## src/rtl/uart_rx_pkg.sv

```systemverilog
// Shared types and register map for the uart_rx_port receiver.
// Optional parity support is selected with UART_RX_PARITY_EN.
package uart_rx_pkg;

  typedef enum logic [2:0] {
    S_IDLE,
    S_START,
    S_DATA,
`ifdef UART_RX_PARITY_EN
    S_PARITY,
`endif
    S_STOP,
    S_BREAK
  } rx_state_t;

  localparam logic [1:0] REG_DATA    = 2'd0;
  localparam logic [1:0] REG_STATUS  = 2'd1;
  localparam logic [1:0] REG_CONTROL = 2'd2;

  localparam int ST_NEMPTY = 0;
  localparam int ST_FULL   = 1;
  localparam int ST_OVR    = 2;
  localparam int ST_FERR   = 3;
  localparam int ST_PERR   = 4;

  localparam int CTL_EN     = 0;
  localparam int CTL_IRQ_EN = 1;

endpackage

```

## src/rtl/uart_rx_fifo.sv

```systemverilog
// Synchronous byte FIFO with show-ahead read data; a push while full is
// accepted only when a pop happens in the same cycle.
module uart_rx_fifo #(
  parameter int DEPTH = 16
) (
  input  logic       clk,
  input  logic       rstb,
  input  logic       push,
  input  logic [7:0] wr_data,
  input  logic       pop,
  output logic [7:0] rd_data,
  output logic       full,
  output logic       empty
);

  localparam int AW = $clog2(DEPTH);

  logic [7:0]  mem [DEPTH];
  logic [AW:0] wp;
  logic [AW:0] rp;
  logic        do_push;
  logic        do_pop;

  assign empty   = (wp == rp);
  assign full    = ((wp ^ rp) == {1'b1, {AW{1'b0}}});
  assign do_pop  = pop & ~empty;
  assign do_push = push & (~full | do_pop);
  assign rd_data = mem[rp[AW-1:0]];

  always_ff @(posedge clk) begin
    if (!rstb) begin
      wp <= '0;
      rp <= '0;
    end else begin
      if (do_push) wp <= wp + 1'b1;
      if (do_pop)  rp <= rp + 1'b1;
    end
  end

  always_ff @(posedge clk) begin
    if (do_push) mem[wp[AW-1:0]] <= wr_data;
  end

endmodule

```

## src/rtl/uart_rx_port.sv

```systemverilog
// Port-mapped 8N1 UART receiver with 16x oversampling, receive FIFO and irq.
// Define UART_RX_PARITY_EN to add an even-parity bit after the data bits.
module uart_rx_port
  import uart_rx_pkg::*;
#(
  parameter int CLOCK_FREQ = 10000000,
  parameter int BAUD_RATE  = 115200,
  parameter int FIFO_DEPTH = 16
) (
  input  logic        CLK,
  input  logic        RSTb,
  input  logic        uart_rx,
  input  logic [1:0]  ADDRESS,
  input  logic [15:0] DATA_IN,
  output logic [15:0] DATA_OUT,
  input  logic        memWR,
  input  logic        memRD,
  output logic        irq
);

  localparam int TICK_RAW = CLOCK_FREQ / (BAUD_RATE * 16);
  localparam int TICK_DIV = (TICK_RAW < 1) ? 1 : TICK_RAW;
  localparam int DIV_W    = (TICK_DIV > 1) ? $clog2(TICK_DIV) : 1;

  rx_state_t        state;
  logic             rx_meta, rx_s, rx_prev;
  logic [DIV_W-1:0] div_cnt;
  logic             tick;
  logic [3:0]       tick_cnt;
  logic [2:0]       bit_cnt;
  logic [7:0]       shreg;
  logic             push_req, ferr_set, perr_set;
  logic             ctrl_en, ctrl_irq_en;
  logic             ovr, ferr, perr;
  logic [7:0]       fifo_dout;
  logic             fifo_full, fifo_empty, fifo_pop, ovr_set;
  logic             rd_data, wr_status, wr_control;
  logic [10:0]      unused_data_in;

  assign tick           = (div_cnt == DIV_W'(TICK_DIV - 1));
  assign rd_data        = memRD & (ADDRESS == REG_DATA);
  assign wr_status      = memWR & (ADDRESS == REG_STATUS);
  assign wr_control     = memWR & (ADDRESS == REG_CONTROL);
  assign fifo_pop       = rd_data & ~fifo_empty;
  assign ovr_set        = push_req & fifo_full & ~fifo_pop;
  assign unused_data_in = DATA_IN[15:5];

  always_ff @(posedge CLK) begin
    if (!RSTb) begin
      rx_meta <= 1'b1;
      rx_s    <= 1'b1;
      rx_prev <= 1'b1;
    end else begin
      rx_meta <= uart_rx;
      rx_s    <= rx_meta;
      rx_prev <= rx_s;
    end
  end

  // tick_cnt counts ticks within the current bit; it wraps 15->0 at each bit centre.
  always_ff @(posedge CLK) begin
    if (!RSTb) begin
      state    <= S_IDLE;
      div_cnt  <= '0;
      tick_cnt <= '0;
      bit_cnt  <= '0;
      shreg    <= '0;
      push_req <= 1'b0;
      ferr_set <= 1'b0;
      perr_set <= 1'b0;
    end else begin
      push_req <= 1'b0;
      ferr_set <= 1'b0;
      perr_set <= 1'b0;
      div_cnt  <= tick ? '0 : div_cnt + 1'b1;
      if (!ctrl_en) begin
        state <= S_IDLE;
      end else begin
        case (state)
          S_IDLE: if (rx_prev && !rx_s) begin
            state    <= S_START;
            div_cnt  <= '0;
            tick_cnt <= '0;
          end
          S_START: if (tick) begin
            tick_cnt <= tick_cnt + 1'b1;
            if (tick_cnt == 4'd7) begin
              tick_cnt <= '0;
              bit_cnt  <= '0;
              state    <= rx_s ? S_IDLE : S_DATA;
            end
          end
          S_DATA: if (tick) begin
            tick_cnt <= tick_cnt + 1'b1;
            if (tick_cnt == 4'd15) begin
              shreg   <= {rx_s, shreg[7:1]};
              bit_cnt <= bit_cnt + 1'b1;
`ifdef UART_RX_PARITY_EN
              if (bit_cnt == 3'd7) state <= S_PARITY;
`else
              if (bit_cnt == 3'd7) state <= S_STOP;
`endif
            end
          end
`ifdef UART_RX_PARITY_EN
          S_PARITY: if (tick) begin
            tick_cnt <= tick_cnt + 1'b1;
            if (tick_cnt == 4'd15) begin
              perr_set <= ^{shreg, rx_s};
              state    <= S_STOP;
            end
          end
`endif
          S_STOP: if (tick) begin
            tick_cnt <= tick_cnt + 1'b1;
            if (tick_cnt == 4'd15) begin
              if (rx_s) begin
                push_req <= 1'b1;
                state    <= S_IDLE;
              end else begin
                ferr_set <= 1'b1;
                state    <= S_BREAK;
              end
            end
          end
          S_BREAK: if (rx_s) state <= S_IDLE;
          default: state <= S_IDLE;
        endcase
      end
    end
  end

  uart_rx_fifo #(.DEPTH(FIFO_DEPTH)) u_fifo (
    .clk     (CLK),
    .rstb    (RSTb),
    .push    (push_req),
    .wr_data (shreg),
    .pop     (fifo_pop),
    .rd_data (fifo_dout),
    .full    (fifo_full),
    .empty   (fifo_empty)
  );

  // Sticky flags: a same-cycle set wins over a write-one-to-clear.
  always_ff @(posedge CLK) begin
    if (!RSTb) begin
      ctrl_en     <= 1'b0;
      ctrl_irq_en <= 1'b0;
      ovr         <= 1'b0;
      ferr        <= 1'b0;
      perr        <= 1'b0;
      DATA_OUT    <= '0;
      irq         <= 1'b0;
    end else begin
      if (wr_control) begin
        ctrl_en     <= DATA_IN[CTL_EN];
        ctrl_irq_en <= DATA_IN[CTL_IRQ_EN];
      end
      ovr  <= (ovr  & ~(wr_status & DATA_IN[ST_OVR]))  | ovr_set;
      ferr <= (ferr & ~(wr_status & DATA_IN[ST_FERR])) | ferr_set;
      perr <= (perr & ~(wr_status & DATA_IN[ST_PERR])) | perr_set;
      if (memRD) begin
        case (ADDRESS)
          REG_DATA:    DATA_OUT <= fifo_empty ? '0 : {7'b0, 1'b1, fifo_dout};
          REG_STATUS:  DATA_OUT <= {11'b0, perr, ferr, ovr, fifo_full, ~fifo_empty};
          REG_CONTROL: DATA_OUT <= {14'b0, ctrl_irq_en, ctrl_en};
          default:     DATA_OUT <= '0;
        endcase
      end
      irq <= ctrl_en & ctrl_irq_en & (~fifo_empty | ovr | ferr | perr);
    end
  end

endmodule

```

## config.mk

```make
export PLATFORM = sky130hd
export DESIGN_NAME = uart_rx_port
export DESIGN_NICKNAME = d
export VERILOG_FILES = /design/src/rtl/uart_rx_pkg.sv /design/src/rtl/uart_rx_fifo.sv /design/src/rtl/uart_rx_port.sv
export SDC_FILE = /design/constraint.sdc
export NUM_CORES = 1
export LEC_CHECK = 0
export ABC_AREA = 1
export CORE_MARGIN = 2
export CORE_UTILIZATION = 39
export CTS_CLUSTER_SIZE = 28
export DETAILED_ROUTE_END_ITERATION = 8
export SYNTH_ARGS = -nofsm -noshare
export SYNTH_HDL_FRONTEND = slang
export SYNTH_SLANG_ARGS = --single-unit
```

## constraint.sdc

```tcl
create_clock -name CLK -period 2.1 [get_ports CLK]
set_input_delay 0.63 -clock CLK [delete_from_list [all_inputs] [get_ports CLK]]
set_output_delay 0.63 -clock CLK [all_outputs]
set_load 0.01 [all_outputs]
```

# After elaboration in Yosys (flattened, before gate mapping)
# Memory sizes are Yosys's and may differ from the RTL's. A register that Yosys moved wholly into a read port is not among the register bits.
# Index checks and enable logic that the tools add are counted.
[classes]
addsub = 5
multipliers = 0
div = 0
magnitude_cmp = 0
eq_ne = 22
shifts = 0
mux = 34
bitwise_logic = 29
n_reduce_logical = 13
[op_table]
columns = ["op", "n"]
rows = [
  ["$mux 3", 18],
  ["$pmux 9 s3", 1],
  ["$mux 4", 6],
  ["$ne 2x2->1 const B", 9],
  ["$and 1x1->1", 16],
  ["$pmux 3 s5", 1],
  ["$pmux 4 s3", 1],
  ["$add 5x1->5 const B", 2],
  ["$reduce_and 5->1", 2],
  ["$eq 3x3->1 const B", 3],
  ["$mux 9", 1],
  ["$reduce_and 9->1", 1],
  ["$add 3x1->3 const B", 2],
  ["$eq 3x2->1 const B", 2],
  ["$not 1->1", 6],
  ["$or 1x1->1", 6],
  ["$pmux 3 s2", 1],
  ["$reduce_and 6->1", 1],
  ["$eq 5x5->1", 1],
  ["$eq 5x5->1 const B", 1],
  ["$xor 5x5->5", 1],
  ["$add 4x1->4 const B", 1],
  ["$eq 4x3->1 const B", 1],
  ["$eq 4x4->1 const B", 1],
  ["other kinds (15)", 18],
]
[word_totals]
ff_bits = 58
latch_bits = 0
mem_bits_rw = 128
mem_bits_ro = 0
input_bits = 23
output_inout_bits = 17
wordCells = 123
memories = 1
[memory_table]
columns = ["memory", "depth", "word_bits", "read_ports", "rd_ports_with_merged_regs", "write_ports", "line_no", "text"]
rows = [
  ["u_fifo.mem", 16, 8, 1, 1, 1, "uart_rx_fifo.sv:18", "logic [7:0] mem [DEPTH];"],
]

# Longest topological paths before layout
[logic_depth]
word_depth = 8
ltp_mapped = 12
ltp_nobuf = 11

# Cells and area by module
# Synthesis repeated with hierarchy kept, for this count alone.
[hier_totals]
hier_cells = 773
hier_area_um2 = 7857.5
[by_module_without_submodules]
columns = ["module", "n_inst", "cells_each", "area_each_um2", "seq_area_each_um2"]
rows = [
  ["uart_rx_fifo", 1, 493, 5843.1, 4124.0],
  ["uart_rx_port", 1, 280, 2014.4, 820.8],
]

# Worst setup path after synthesis
# OpenSTA, ideal clock, no wires.
[synth_path]
path_type = "input-to-reg"
startpoint = "in memRD"
endpoint = "mem u_fifo.mem[12][0] (enable)"
setup_ns = 0.370
arrival_time_ns = 1.736
required_ns = 1.730
path_slack_ns = -0.006
cell_stages = 7
path_buffers = 1
cell_sequence = "buf_4 inv_2 o211ai_4 nand2_4 inv_8 nand2_4 nor2_1"
[synth_between]
elab_chain_cells = 7
[synth_lines]
columns = ["element", "line_no", "text"]
rows = [
  ["start: declaration", "uart_rx_port.sv:17", "input logic memRD,"],
  ["$and 1x1->1", "uart_rx_port.sv:41", "assign rd_data = memRD & (ADDRESS == REG_DATA);"],
  ["$and 1x1->1", "uart_rx_port.sv:44", "assign fifo_pop = rd_data & ~fifo_empty;"],
  ["$and 1x1->1", "uart_rx_fifo.sv:26", "assign do_pop = pop & ~empty;"],
  ["$or 1x1->1", "uart_rx_fifo.sv:27", "assign do_push = push & (~full | do_pop);"],
  ["$and 1x1->1", "uart_rx_fifo.sv:27", ""],
  ["$mux 1", "uart_rx_fifo.sv:41", "if (do_push) mem[wp[AW-1:0]] <= wr_data;"],
  ["$mux 1 (implied by the code)", "uart_rx_fifo.sv:41", ""],
  ["end: declaration", "uart_rx_fifo.sv:18", ""],
]
# Every way passes these cells.

# Worst setup path in the final report
[layout_path]
startpoint = "reg DATA_OUT[2]"
endpoint = "out DATA_OUT[2]"
[layout_rtl]
columns = ["element", "line_no", "text"]
rows = [
  ["start: declaration", "uart_rx_port.sv:15", "output logic [15:0] DATA_OUT,"],
  ["start signal: assignment", "uart_rx_port.sv:164", "REG_DATA: DATA_OUT <= fifo_empty ? '0 : {7'b0, 1'b1, fifo_dout};"],
  ["start signal: assignment", "uart_rx_port.sv:165", "REG_STATUS: DATA_OUT <= {11'b0, perr, ferr, ovr, fifo_full, ~fifo_empty};"],
  ["start signal: assignment", "uart_rx_port.sv:166", "REG_CONTROL: DATA_OUT <= {14'b0, ctrl_irq_en, ctrl_en};"],
]
# No word-level cell between the ends.

==> results.sh <==
export IMPL_root_buffer="sky130_fd_sc_hd__clkbuf_16"
export IMPL_cts_max_level=4
export IMPL_n_antenna_cell=0
export IMPL_post_synth_top_count_cell="sky130_fd_sc_hd__nand2_1"
export IMPL_synth_async_sr_flop_share_pct=0
export IMPL_cts_sinks=183
export IMPL_placementRows=52
export IMPL_power_w=0.00706
export IMPL_cellPowerDensity_nw_per_um2=760
export IMPL_min_to="rx_s"
export IMPL_numPortBuffers=21
export IMPL_worst_endpoint_required_ps=1470
export IMPL_die_y_um=147
export IMPL_clock_pin_slew_reported_for_the_worst_setup_and_hold_paths_after_clock_tree_synthesis_ps=70
export IMPL_regToRegStartpoint="u_fifo.wp[1]"
export IMPL_synth_yosys_seq_area_share_pct=61.8
export IMPL_tritoncts="yes"
export IMPL_max_slew_margin_rel_pct=46.8
export IMPL_layout_cell_share_with_drive_strength_beyond_1_pct=13.2
export IMPL_min_delay_path_class="reg2reg"
export IMPL_worstPathCellList="clkdlybuf4s50_1"
export IMPL_placeableCoreArea_um2=20200
export IMPL_nets=908
export IMPL_hp_start="rx_meta"
export IMPL_edff_count_synth=128
export IMPL_num_io_pins=40
export IMPL_setup_worst_path_end_class="output port"
export IMPL_num_vias=5567
export IMPL_place_congestion=0.817
export IMPL_post_dp_hpwl_mm=12.1
export IMPL_post_cts_hold_buffer_count=0
export IMPL_routed_wire_length_per_instance_um=15.2
export IMPL_timing_critical_path_from_type="flop"
export IMPL_vias_per_cell=4.81
export IMPL_number_of_global_route_vias_before_repair=5336
export IMPL_ys_warnings_count=0
export IMPL_worst_path_cell_with_the_longest_stage_delay="sky130_fd_sc_hd__clkdlybuf4s50_1"
export IMPL_worst_r2r_path_depth=11
export IMPL_synth_cell_area_um2=8000
export IMPL_antenna_found_initial=0
export IMPL_grt_first_pass_wirelength_mm=28.3
export IMPL_cts_buffers=17
export IMPL_path_class="reg2out"
export IMPL_drc=0
export IMPL_clk_path_buf_depth=2
export IMPL_clock_skew_ps=9.54
export IMPL_max_fanout_on_critical_path=2
export IMPL_synth_common_cells="sky130_fd_sc_hd__nand2_1 (190), sky130_fd_sc_hd__edfxtp_1 (128), sky130_fd_sc_hd__inv_1 (90), sky130_fd_sc_hd__nand3_1 (82), sky130_fd_sc_hd__nor2_1 (78)"
export IMPL_dpl_worst_slack_ps=-252
export IMPL_timing_rr_end="u_fifo.mem[0][6]"
export IMPL_cts_setup_buffers=0
export IMPL_dr_first_iter_drc_count=423
export IMPL_die_extent_in_x_um=147
export IMPL_cap_viol_max_count=0
export IMPL_synthDominantCellAreaShare_pct=48.1
export IMPL_status="complete, no violations"
export IMPL_setup_tns_ps=0
export IMPL_grt_setup_unrepaired="false"
export IMPL_grt_total_usage_pct=17.0
export IMPL_cp_data_arrival_time_ps=1360
export IMPL_synth_largest_area_cell="sky130_fd_sc_hd__edfxtp_1"
export IMPL_final_antenna_net_count=0
export IMPL_syn_inst=820
export IMPL_slew_at_the_pin_closest_to_its_max_slew_limit_ps=797
export IMPL_reg_to_reg_setup_timing_slack_ps=250
export IMPL_insertion_delay_ps=430
export IMPL_routed_wl_mm=17.6
export IMPL_buffers_plus_inverters_on_the_worst_setup_path=1
export IMPL_final_instance_count_excl_fill=1158
export IMPL_final_max_slew_viol_count=0
export IMPL_period_minus_slack_ps=1990
export IMPL_layout_core_utilization_pct=46.1
export IMPL_ys_ff_latch=183
export IMPL_power_leakage_nw=3.84
export IMPL_syn_mean_instance_area_um2=9.75
export IMPL_fp_dieArea_um2=21700
export IMPL_synth_distinct_cells=40
export IMPL_ir_drop_uv=477
export IMPL_placed_cells_incl_taps=1126
export IMPL_cp_top_family="buffers and inverters"
export IMPL_ys_top_cells_by_area="sky130_fd_sc_hd__edfxtp_1 (48%), sky130_fd_sc_hd__dfxtp_1 (14%), sky130_fd_sc_hd__nand2_1 (8.9%)"
export IMPL_timing_hold_worst_path_depth=1
export IMPL_share_of_the_clock_period_used_by_the_worst_path_pct=94.5
export IMPL_final_hold_viol_count=0
export IMPL_flow_area_growth_from_synthesis_pct=16.3
export IMPL_critPathMaxStageDelay_ps=570
export IMPL_grt_max_degree=41
export IMPL_peak_freq_mhz=504
export IMPL_setup_viol=0
export IMPL_drtPass1Iterations=5
export IMPL_postSynth_topFlopCell="sky130_fd_sc_hd__edfxtp_1"
export IMPL_postLayoutSetupSlackWorst_ps=115
export IMPL_globalRoute_totalOverflow=0
export IMPL_start_util_pct=39.6
export IMPL_post_cts_resized=0
-- power by group --
group / total (W) / leakage (nW) / internal (W) / switching (W)
Sequential: 0.00383 / 1.67 / 0.00382 / 0.00000768
Clock: 0.00313 / 0.279 / 0.00177 / 0.00136
Combinational: 0.000110 / 1.90 / 0.0000482 / 0.0000617
-- stage by stage --
stage,cell area (µm²),hold WS (ps)
finish,9300,420
global route,9300,449
CTS,9300,425
detailed placement,8720,407
global placement,8720,406
floorplan,8020,393
-- area by class of cell --
type                       instances  area [µm²]
fill                            1901       10900
clock inverter                    13         145
multi-input combinational        503        2450
sequential                       183        4950
clock buffer                      19         433
tap                              270         338
timing repair buffer              67         581
inverter                         103         402
-- worst max path at each step --
stage | slack (ps) | start | end | cells past startpoint
after floorplan | -6 | memRD | u_fifo.mem[12][0] | 7
after global placement | -230 | ADDRESS[0] | u_fifo.mem[1][0] | 9
after detailed placement | -250 | ADDRESS[0] | u_fifo.mem[0][1] | 9
after CTS | 100 | DATA_OUT[5] | DATA_OUT[5] | 1
after global routing | 70 | DATA_OUT[5] | DATA_OUT[5] | 1
final | 110 | DATA_OUT[2] | DATA_OUT[2] | 1
-- cell usage in the layout, fill, tap and decap left out, drive strengths merged, types with 2 or more instances in the layout --
cell	Yosys	layout
dfxtp	55	55
or2	2	2
nor4	4	4
clkbuf	8	19
edfxtp	128	128
xnor2	4	4
conb	1	7
o22ai	2	2
xor2	8	8
bufinv	0	2
nor2	81	81
a21oi	43	43
nor3	2	2
nand4	3	3
ha	10	10
nand3	83	83
clkdlybuf4s50	0	21
nand2	203	203
clkinv	2	8
o21ai	36	36
buf	29	46
inv	101	105
o211ai	12	12
-- state kept, by name, summed over array words and instances, names as in the netlist, named ones only --
name,count
ctrl_irq_en,1
u_fifo.rp,5
rx_meta,1
u_fifo.wp,5
div_cnt,3
irq,1
u_fifo.mem,128
DATA_OUT,9
bit_cnt,3
ferr,1
rx_s,1
ferr_set,1
ovr,1
shreg,8
tick_cnt,4
state,3
rx_prev,1
push_req,1
perr,1
ctrl_en,1
-- per-layer routing --
| metal | wire length (µm) | GRT usage (%) | vias to the layer above |
|---|---|---|---|
| met5 | 0 | 0 | - |
| met4 | 238 | 4.90 | 0 |
| met3 | 623 | 3.07 | 16 |
| met2 | 8480 | 28.2 | 104 |
| met1 | 8220 | 23.1 | 2649 |
| li1 | - | - | 2798 |
-- cell families (layout without fill, tap and decap cells) --
group / Yosys count / in the layout / synth area share [%]
AO/OA/AOI/OAI: 94 / 94 / 6.82
flip-flops: 183 / 183 / 61.8
AND/OR/NAND/NOR: 380 / 380 / 20.6
buffers and inverters: 140 / 202 / 7.73
adder cells (fa/ha/maj): 10 / 10 / 1.56
other: 1 / 7 / 0.0469
XOR/XNOR: 12 / 12 / 1.41
Note: power is estimated with default switching activity, not from simulation.
